<file path="src/rtl/riscv_pkg.sv">
// ---------------------------------------------------------------------------
// riscv_pkg: shared LSU FSM states, funct3 and writeback-select encodings
// Rev 1.0
// ---------------------------------------------------------------------------
`default_nettype none

package riscv_pkg;

  typedef enum logic [1:0] {
    ST_IDLE = 2'd0,
    ST_REQ  = 2'd1,
    ST_WAIT = 2'd2,
    ST_DONE = 2'd3
  } lsu_state_e;

  localparam logic [2:0] F3_B  = 3'b000;
  localparam logic [2:0] F3_H  = 3'b001;
  localparam logic [2:0] F3_W  = 3'b010;
  localparam logic [2:0] F3_BU = 3'b100;
  localparam logic [2:0] F3_HU = 3'b101;

  localparam logic [1:0] WB_ALU     = 2'b00;
  localparam logic [1:0] WB_MEM     = 2'b01;
  localparam logic [1:0] WB_PC4     = 2'b10;
  localparam logic [1:0] WB_ALU_ALT = 2'b11;

  // Byte lanes touched by an access of size funct3[1:0] at byte offset off.
  function automatic logic [3:0] byte_enable(input logic [2:0] f3, input logic [1:0] off);
    logic [3:0] be;
    case (f3[1:0])
      2'b00:   be = 4'b0001 << off;
      2'b01:   be = 4'b0011 << off;
      default: be = 4'b1111;
    endcase
    return be;
  endfunction

endpackage

`default_nettype wire

</file>
<file path="src/rtl/load_store_unit_if.sv">
// ---------------------------------------------------------------------------
// load_store_unit_if: MW-stage pipeline, data-memory bus and writeback signals
// Rev 1.0
// ---------------------------------------------------------------------------
`default_nettype none

interface load_store_unit_if;

  logic        memReadMW;
  logic        memWriteMW;
  logic [2:0]  funct3MW;
  logic [31:0] aluResultMW;
  logic [31:0] readData2MW;
  logic [31:0] readAddressMW;
  logic        regWriteMW;
  logic [4:0]  writeAddressMW;
  logic [1:0]  wbSelMW;

  logic        dmemReq;
  logic        dmemWe;
  logic [31:0] dmemAddr;
  logic [3:0]  dmemBe;
  logic [31:0] dmemWdata;
  logic        dmemGnt;
  logic        dmemRvalid;
  logic [31:0] dmemRdata;

  logic        stallMW;
  logic [31:0] writeBackData;
  logic        regWriteWB;
  logic [4:0]  writeAddressWB;
  logic        accessFault;

  modport master (
    input  memReadMW, memWriteMW, funct3MW, aluResultMW, readData2MW,
           readAddressMW, regWriteMW, writeAddressMW, wbSelMW,
           dmemGnt, dmemRvalid, dmemRdata,
    output dmemReq, dmemWe, dmemAddr, dmemBe, dmemWdata,
           stallMW, writeBackData, regWriteWB, writeAddressWB, accessFault
  );

  modport slave (
    output memReadMW, memWriteMW, funct3MW, aluResultMW, readData2MW,
           readAddressMW, regWriteMW, writeAddressMW, wbSelMW,
           dmemGnt, dmemRvalid, dmemRdata,
    input  dmemReq, dmemWe, dmemAddr, dmemBe, dmemWdata,
           stallMW, writeBackData, regWriteWB, writeAddressWB, accessFault
  );

endinterface

`default_nettype wire

</file>
<file path="src/rtl/lsu_load_align.sv">
// ---------------------------------------------------------------------------
// lsu_load_align: shifts a read word to its byte offset and sign/zero extends
// Rev 1.0
// ---------------------------------------------------------------------------
`default_nettype none

module lsu_load_align
  import riscv_pkg::*;
(
  input  logic [31:0] rdata_i,
  input  logic [1:0]  offset_i,
  input  logic [2:0]  funct3_i,
  output logic [31:0] data_o
);

  logic [31:0] shifted;

  always_comb begin
    shifted = rdata_i >> {offset_i, 3'b000};
    case (funct3_i)
      F3_B:    data_o = {{24{shifted[7]}}, shifted[7:0]};
      F3_H:    data_o = {{16{shifted[15]}}, shifted[15:0]};
      F3_BU:   data_o = {24'd0, shifted[7:0]};
      F3_HU:   data_o = {16'd0, shifted[15:0]};
      default: data_o = shifted;
    endcase
  end

endmodule

`default_nettype wire

</file>
<file path="src/rtl/load_store_unit.sv">
// ---------------------------------------------------------------------------
// load_store_unit: MW-stage data-memory access FSM with writeback selection
// Rev 1.0
// ---------------------------------------------------------------------------
`default_nettype none

module load_store_unit
  import riscv_pkg::*;
(
  input  logic               clock,
  input  logic               reset,
  load_store_unit_if.master  bus
);

  lsu_state_e  state_q, state_d;
  logic [31:0] data_q, data_d;
  logic [31:0] load_data;
  logic        legal, aligned, access, fault, req;
  logic [1:0]  off;

  assign off = bus.aluResultMW[1:0];

  always_comb begin
    legal   = 1'b0;
    aligned = 1'b0;
    case (bus.funct3MW)
      F3_B:        begin legal = 1'b1;          aligned = 1'b1;          end
      F3_H:        begin legal = 1'b1;          aligned = ~off[0];       end
      F3_W:        begin legal = 1'b1;          aligned = (off == 2'b00); end
      F3_BU:       begin legal = bus.memReadMW; aligned = 1'b1;          end
      F3_HU:       begin legal = bus.memReadMW; aligned = ~off[0];       end
      default:     begin legal = 1'b0;          aligned = 1'b0;          end
    endcase
    access = (bus.memReadMW ^ bus.memWriteMW) & legal & aligned;
    fault  = (bus.memReadMW | bus.memWriteMW) & ~access;
  end

  lsu_load_align u_align (
    .rdata_i  (bus.dmemRdata),
    .offset_i (off),
    .funct3_i (bus.funct3MW),
    .data_o   (load_data)
  );

  always_ff @(posedge clock) begin
    if (!reset) begin
      state_q <= ST_IDLE;
      data_q  <= 32'd0;
    end else begin
      state_q <= state_d;
      data_q  <= data_d;
    end
  end

  always_comb begin
    state_d = state_q;
    data_d  = data_q;
    req     = 1'b0;
    case (state_q)
      ST_IDLE: begin
        req = access;
        if (access) state_d = bus.dmemGnt ? ST_WAIT : ST_REQ;
      end
      ST_REQ: begin
        req = 1'b1;
        if (bus.dmemGnt) state_d = ST_WAIT;
      end
      ST_WAIT: begin
        // Stores also finish on rvalid; the captured word is simply unused.
        if (bus.dmemRvalid) begin
          data_d  = load_data;
          state_d = ST_DONE;
        end
      end
      ST_DONE: state_d = ST_IDLE;
      default: state_d = ST_IDLE;
    endcase
  end

  assign bus.dmemReq   = req & reset;
  assign bus.dmemWe    = bus.memWriteMW;
  assign bus.dmemAddr  = {bus.aluResultMW[31:2], 2'b00};
  assign bus.dmemBe    = byte_enable(bus.funct3MW, off);

  always_comb begin
    case (bus.funct3MW[1:0])
      2'b00:   bus.dmemWdata = {4{bus.readData2MW[7:0]}};
      2'b01:   bus.dmemWdata = {2{bus.readData2MW[15:0]}};
      default: bus.dmemWdata = bus.readData2MW;
    endcase
  end

  always_comb begin
    case (bus.wbSelMW)
      WB_MEM:            bus.writeBackData = data_q;
      WB_PC4:            bus.writeBackData = bus.readAddressMW + 32'd4;
      WB_ALU, WB_ALU_ALT: bus.writeBackData = bus.aluResultMW;
      default:           bus.writeBackData = bus.aluResultMW;
    endcase
  end

  assign bus.stallMW        = access & (state_q != ST_DONE) & reset;
  assign bus.accessFault    = fault & reset;
  assign bus.regWriteWB     = bus.regWriteMW & ~bus.stallMW & ~fault
                              & (bus.writeAddressMW != 5'd0) & reset;
  assign bus.writeAddressWB = bus.writeAddressMW;

endmodule

`default_nettype wire

</file>
<file path="src/flat_wrapper.sv">
// flat-port wrapper written by rule: the top's interface ports become plain ports
module load_store_unit_flat import riscv_pkg::*;
  (clock, reset, bus_memReadMW, bus_memWriteMW, bus_funct3MW, bus_aluResultMW, bus_readData2MW, bus_readAddressMW, bus_regWriteMW, bus_writeAddressMW, bus_wbSelMW, bus_dmemGnt, bus_dmemRvalid, bus_dmemRdata, bus_dmemReq, bus_dmemWe, bus_dmemAddr, bus_dmemBe, bus_dmemWdata, bus_stallMW, bus_writeBackData, bus_regWriteWB, bus_writeAddressWB, bus_accessFault);
  load_store_unit_if bus_i ();
  input  logic clock;
  input  logic reset;
  input wire logic [$bits(bus_i.memReadMW)-1:0] bus_memReadMW;
  input wire logic [$bits(bus_i.memWriteMW)-1:0] bus_memWriteMW;
  input wire logic [$bits(bus_i.funct3MW)-1:0] bus_funct3MW;
  input wire logic [$bits(bus_i.aluResultMW)-1:0] bus_aluResultMW;
  input wire logic [$bits(bus_i.readData2MW)-1:0] bus_readData2MW;
  input wire logic [$bits(bus_i.readAddressMW)-1:0] bus_readAddressMW;
  input wire logic [$bits(bus_i.regWriteMW)-1:0] bus_regWriteMW;
  input wire logic [$bits(bus_i.writeAddressMW)-1:0] bus_writeAddressMW;
  input wire logic [$bits(bus_i.wbSelMW)-1:0] bus_wbSelMW;
  input wire logic [$bits(bus_i.dmemGnt)-1:0] bus_dmemGnt;
  input wire logic [$bits(bus_i.dmemRvalid)-1:0] bus_dmemRvalid;
  input wire logic [$bits(bus_i.dmemRdata)-1:0] bus_dmemRdata;
  output wire logic [$bits(bus_i.dmemReq)-1:0] bus_dmemReq;
  output wire logic [$bits(bus_i.dmemWe)-1:0] bus_dmemWe;
  output wire logic [$bits(bus_i.dmemAddr)-1:0] bus_dmemAddr;
  output wire logic [$bits(bus_i.dmemBe)-1:0] bus_dmemBe;
  output wire logic [$bits(bus_i.dmemWdata)-1:0] bus_dmemWdata;
  output wire logic [$bits(bus_i.stallMW)-1:0] bus_stallMW;
  output wire logic [$bits(bus_i.writeBackData)-1:0] bus_writeBackData;
  output wire logic [$bits(bus_i.regWriteWB)-1:0] bus_regWriteWB;
  output wire logic [$bits(bus_i.writeAddressWB)-1:0] bus_writeAddressWB;
  output wire logic [$bits(bus_i.accessFault)-1:0] bus_accessFault;
  assign bus_i.memReadMW = bus_memReadMW;
  assign bus_i.memWriteMW = bus_memWriteMW;
  assign bus_i.funct3MW = bus_funct3MW;
  assign bus_i.aluResultMW = bus_aluResultMW;
  assign bus_i.readData2MW = bus_readData2MW;
  assign bus_i.readAddressMW = bus_readAddressMW;
  assign bus_i.regWriteMW = bus_regWriteMW;
  assign bus_i.writeAddressMW = bus_writeAddressMW;
  assign bus_i.wbSelMW = bus_wbSelMW;
  assign bus_i.dmemGnt = bus_dmemGnt;
  assign bus_i.dmemRvalid = bus_dmemRvalid;
  assign bus_i.dmemRdata = bus_dmemRdata;
  assign bus_dmemReq = bus_i.dmemReq;
  assign bus_dmemWe = bus_i.dmemWe;
  assign bus_dmemAddr = bus_i.dmemAddr;
  assign bus_dmemBe = bus_i.dmemBe;
  assign bus_dmemWdata = bus_i.dmemWdata;
  assign bus_stallMW = bus_i.stallMW;
  assign bus_writeBackData = bus_i.writeBackData;
  assign bus_regWriteWB = bus_i.regWriteWB;
  assign bus_writeAddressWB = bus_i.writeAddressWB;
  assign bus_accessFault = bus_i.accessFault;
  load_store_unit u_core (.clock(clock), .reset(reset), .bus(bus_i));
endmodule
</file>
<file path="config.mk">
export PLATFORM = sky130hd
export DESIGN_NAME = load_store_unit_flat
export DESIGN_NICKNAME = d
export VERILOG_FILES = /design/src/rtl/riscv_pkg.sv /design/src/rtl/load_store_unit_if.sv /design/src/rtl/lsu_load_align.sv /design/src/rtl/load_store_unit.sv /design/src/flat_wrapper.sv
export SDC_FILE = /design/constraint.sdc
export NUM_CORES = 1
export LEC_CHECK = 0
export BUFFER_PORTS_ARGS = -buffer_cell sky130_fd_sc_hd__clkbuf_2
export CORE_MARGIN = 2
export CORE_UTILIZATION = 43
export DETAILED_ROUTE_END_ITERATION = 8
export PLACE_DENSITY = 0.82
export SYNTH_ARGS = -nofsm -noshare
export SYNTH_HDL_FRONTEND = slang
export SYNTH_SLANG_ARGS = --single-unit
</file>
<file path="constraint.sdc">
create_clock -name clock -period 2 [get_ports clock]
set_input_delay 0.2 -clock clock [delete_from_list [all_inputs] [get_ports clock]]
set_output_delay 0.2 -clock clock [all_outputs]
set_load 0.1 [all_outputs]
</file>
# [Word level (Yosys, flattened, before mapping)]
# Cells that the tools add are included.
[totals] elab_cells=63 mem_count=0 regBits=34 romBits=0 mem_bits_rw=0 latchBits=0
[op_classes] reduce_logical=13 n_addsub=1 eq_ne=15 shifts=3 order_cmp=0 muxes=12 div=0 bitwise=17 multipliers=0
[ops] op="32-bit case mux with 4 select lines" n=1
[ops] op="32-bit case mux with 3 select lines" n=1
[ops] op="32-bit case mux with 2 select lines" n=1
[ops] op="32-bit by 3-bit adder with 32-bit output, second input constant" n=1
[ops] op="32-bit by 5-bit >> shifter with 32-bit output" n=1
[ops] op="1-bit AND" n=11
[ops] op="2-bit == test, second input constant" n=4
[ops] op="2-bit zero test" n=4
[ops] op="2-bit 2-to-1 mux" n=4
[ops] op="2-bit case mux with 4 select lines" n=1
[ops] op="4-bit case mux with 2 select lines" n=1
[ops] op="2-bit OR reduction" n=4
[ops] op="2-bit by 1-bit == test with 1-bit output, second input constant" n=3
[ops] op="3-bit == test, second input constant" n=2
[ops] op="2-bit != test, second input constant" n=3
[ops] op="5-bit nonzero test" n=1
[ops] op="1-bit NOT" n=4
[ops] op="1-bit case mux with 2 select lines" n=2
[ops] op="1-bit by 2-bit left shift with 4-bit output, first input constant" n=1
[ops] op="2-bit by 2-bit left shift with 4-bit output, first input constant" n=1
[ops] op="3-bit by 1-bit == test with 1-bit output, second input constant" n=1
[ops] op="3-bit by 2-bit == test with 1-bit output, second input constant" n=1
[ops] op="3-bit zero test" n=1
[ops] op="1-bit case mux with 3 select lines" n=1
[ops] op="6 further kinds" n=6

# [Depth between registers and ports, before layout]
[logic_depth] ltp_word=12 ltp_mapped=8

# [Cells and area by module]
# A second synthesis with hierarchy kept.
[unflattened] hier_cells=570 hier_area_um2=4085.2
[modules_own_cells] module="load_store_unit" instances=1 area_each_um2=3390.8 cells_each=463 seq_area_each_um2=680.7
[modules_own_cells] module="lsu_load_align" instances=1 area_each_um2=694.4 cells_each=107 seq_area_each_um2=0.0

# [Worst setup path before layout]
# No wires, ideal clock.
[synth_timing] path_kind="input to output" startpoint="in bus_readAddressMW[2]" endpoint="out bus_writeBackData[24]" arrival_time_ps=3204 setup_slack_ps=-1404 n_path_buf=0 stages=6 path_cell_list="ha_1 -> nand4_1 -> nor4_4 -> nand4_1 -> xor2_1 -> o21ai_0"
[synth_via] elab_chain_cells=2
[synth_rtl] item="start, declared" line_no="flat_wrapper.sv:12" source="input wire logic [$bits(bus_i.readAddressMW)-1:0] bus_readAddressMW;"
[synth_rtl] item="32-bit by 3-bit adder with 32-bit output" line_no="load_store_unit.sv:96" source="WB_PC4: bus.writeBackData = bus.readAddressMW + 32'd4;"
[synth_rtl] item="32-bit case mux with 3 select lines" line_no="load_store_unit.sv:94" source="case (bus.wbSelMW)"
[synth_rtl] item="end, declared" line_no="flat_wrapper.sv:25" source="output wire logic [$bits(bus_i.writeBackData)-1:0] bus_writeBackData;"
# No other way between the ends.

# [Worst setup path after layout]
[layout_timing] startpoint="in bus_readAddressMW[5]" endpoint="out bus_writeBackData[28]"
# Same word-level chain as after synthesis.

==> metrics.txt <==
Starting Density=44.0%; hold buffer count at cts=0; die width=98.2 microns; Syn Area/Cell=7.06 sq um; multi-input logic area=0.00292 sq mm; Relative slew margins=60.8%; CTS tree=built; Synth top area share=17.8%; type of the worst min-delay path=in -> reg; clock sinks=34; Post-DRT Antenna Nets=0; cells after synthesis=541; Place WS=-33.0 ps; Setup crit start kind=input port; DRC viols=0; clk_skew=9.55 ps; fmax=517 MHz; Core Region=0.00868 sq mm; Final Cell Area=0.00632 sq mm; grt ovf=0; RSZ-0062 raised after global routing=yes; Hold Vio Cnt, Final=0; Post-synth EDFFs=0; share of layout cells above drive strength 1=47.2%; Worst Path Required=1800 ps; Seq/Total Area, Yosys=17.8%; number of fill cells=667; Yosys warnings=0; commonest non-fill, non-tap cell in the layout=clkbuf_2; FP Rows=34; Clock transition at path regs=60 ps; Worst setup EP type=output pin; Synth Register Bits=34; Max clock buf depth=2; routability cong.=0.965; outcome=finished clean; root buffer cell=clkbuf_8; worst slew pin tran=586 ps; clock latency at the later pin of the worst-skew pair=290 ps; Area Growth Syn to Fin=65.6%; Die Y=98.2 microns; Num CTS Buffers=5; most frequent cells in the layout=187 x clkbuf_2, 83 x nand2_1, 65 x buf_12; final WL=15600 microns; dominant cell type by area after synthesis=dfxtp_1; placed cell area=0.00621 sq mm; die area=0.00965 sq mm; Nets=898; 1st-iter DRT viols=286; vias in the first global route=5011; Synth Flop Type=dfxtp_1; ys async rst share=0%; Worst Path Max Fanout=5; htree depth=2; hpwl dp=13200 microns; first-pass GRT wire length=24500 microns; Peak VDD IR=0.000383 V; top post-synthesis cells by area=dfxtp_1 18%, buf_4 9.4%, nand2_1 8.2%, o21ai_0 7.9%, mux2i_1 6.3%; Unique masters post-synth=49; Netlist Area Pre-Place=0.00382 sq mm; Power per Cell Area=639 mW/mm^2; Via density=5.79; largest net degree at the start of global routing=34; CP arrival=1730 ps; Pre-antenna DRT Iters=7; max-slew violations=0; port buffer count=252; total I/O pin count=255; WL per Instance=18.3 microns; Period Utilization, post-route=96.7%; min Tclk post-route=1930 ps; Vias=4943; max_cap viols=0; Register Area=681 sq um; setup ws final=65.4 ps; crit path kind=in -> out; initial antenna violation count=1; Leak=2.84 nW; GRT Total Usage=31.1%; # setup viols final=0
==> routing by layer <==
metal | share of wire [%] | GRT usage [%] | vias up
met4 | 4.4 | 13.6 | 0
met1 | 35 | 34.4 | 2267
met3 | 7.9 | 5.73 | 64
met2 | 52 | 57.9 | 311
li1 | - | - | 2301
met5 | 0 | 0 | -
==> metrics by stage <==
stage | TNS, ps | hold WS [ps] | instances | total power (W) | util, %
6_report | 0 | 202 | 854 | 0.00404 | 72.9
5_1_grt | -17.6 | 213 | 854 | 0.00417 | 72.9
2_1_floorplan | -4010 | 335 | 542 | 0.00267 | -
3_3_place_gp | 0 | 474 | 843 | 0.00351 | 71.5
3_5_place_dp | -36.5 | 485 | 843 | 0.00356 | 71.5
4_1_cts | 0 | 190 | 850 | 0.00403 | 72.4
==> path summary, 6_finish.rpt <==
| check | end | cells past startpoint | slack, ps | from |
|---|---|---|---|---|
| worst max-delay path | bus_writeBackData[28] | 7 | 70 | bus_readAddressMW[5] |
| worst min-delay path | u_core.data_q[30] | 3 | 200 | bus_dmemRdata[30] |
| worst max register to register | u_core.data_q[10] | 6 | 350 | u_core.state_q[0] |
| worst min register to register | u_core.data_q[5] | 2 | 520 | u_core.data_q[5] |
==> power breakdown <==
part,internal (W),switching [W],total (W),leakage [nW]
Sequential,0.000730,0.0000431,0.000773,0.275
Clock,0.000233,0.000243,0.000476,0.0438
Combinational,0.000874,0.00191,0.00279,2.52
==> layout make-up <==
class / instances / share of cell area (%)
Multi-Input combinational cell: 408 / 46.2
Timing Repair Buffer: 279 / 38.6
Sequential cell: 34 / 10.8
Tap cell: 108 / 2.14
Clock buffer: 5 / 1.09
Inverter: 17 / 1.01
Clock inverter: 2 / 0.158
Antenna cell: 1 / 0.0396
==> sequential cells by signal, summed over array words and instances, names as in the netlist <==
| signal | cells |
|---|---|
| u_core.data_q | 32 |
| u_core.state_q | 2 |
==> cell usage after synthesis, types with 2 or more instances <==
| library cell | number |
|---|---|
| a221oi_1 | 2 |
| dfxtp_1 | 34 |
| and3_1 | 2 |
| nand2b_1 | 3 |
| buf_4 | 48 |
| a21boi_0 | 2 |
| nand2_1 | 83 |
| and2_1 | 3 |
| nor3_1 | 8 |
| mux2i_1 | 24 |
| buf_1 | 4 |
| nor2b_1 | 19 |
| o221ai_1 | 2 |
| ha_1 | 8 |
| o221a_2 | 8 |
| xnor2_1 | 10 |
| nand3_1 | 11 |
| nand4_1 | 15 |
| clkbuf_1 | 27 |
| a22oi_1 | 28 |
| a31oi_1 | 3 |
| nor4_1 | 2 |
| mux2_2 | 8 |
| a211oi_1 | 14 |
| a21oi_1 | 30 |
| inv_1 | 17 |
| nor2_1 | 23 |
| o21ai_0 | 60 |
| o21bai_1 | 2 |
| buf_2 | 4 |
| xor2_1 | 18 |
| or2_2 | 2 |
==> logic make-up (layout without fill, tap and decap cells) <==
group | after synthesis | count (layout) | share of synthesized area (%)
DFF | 34 | 34 | 17.8
adders and majority gates | 8 | 8 | 2.62
and+or+nand+nor | 179 | 179 | 22.8
muxes | 33 | 33 | 9.24
buffers and inverters | 100 | 303 | 14.7
other | 1 | 3 | 0.0982
AOI/OAI and AO/OA | 158 | 158 | 26.3
xor gates and xnor gates | 28 | 28 | 6.42
==> critical path: stages <==
cell and delay [ps]:
buf_2 150, nand4_4 160, nor4_4 350, nand4_1 150
xor2_1 190, a221oi_4 330, buf_12 220
==> timing repair <==
action                                 in CTS  in global routing
setup endpoints to repair                   2                  2
cloned                                      0                  0
endpoints found under the hold margin       0                  0
resized for setup                           1                  2
setup buffers                               0                  3
pin swaps                                   0                  1
Note: power is estimated with default switching activity, not from simulation.
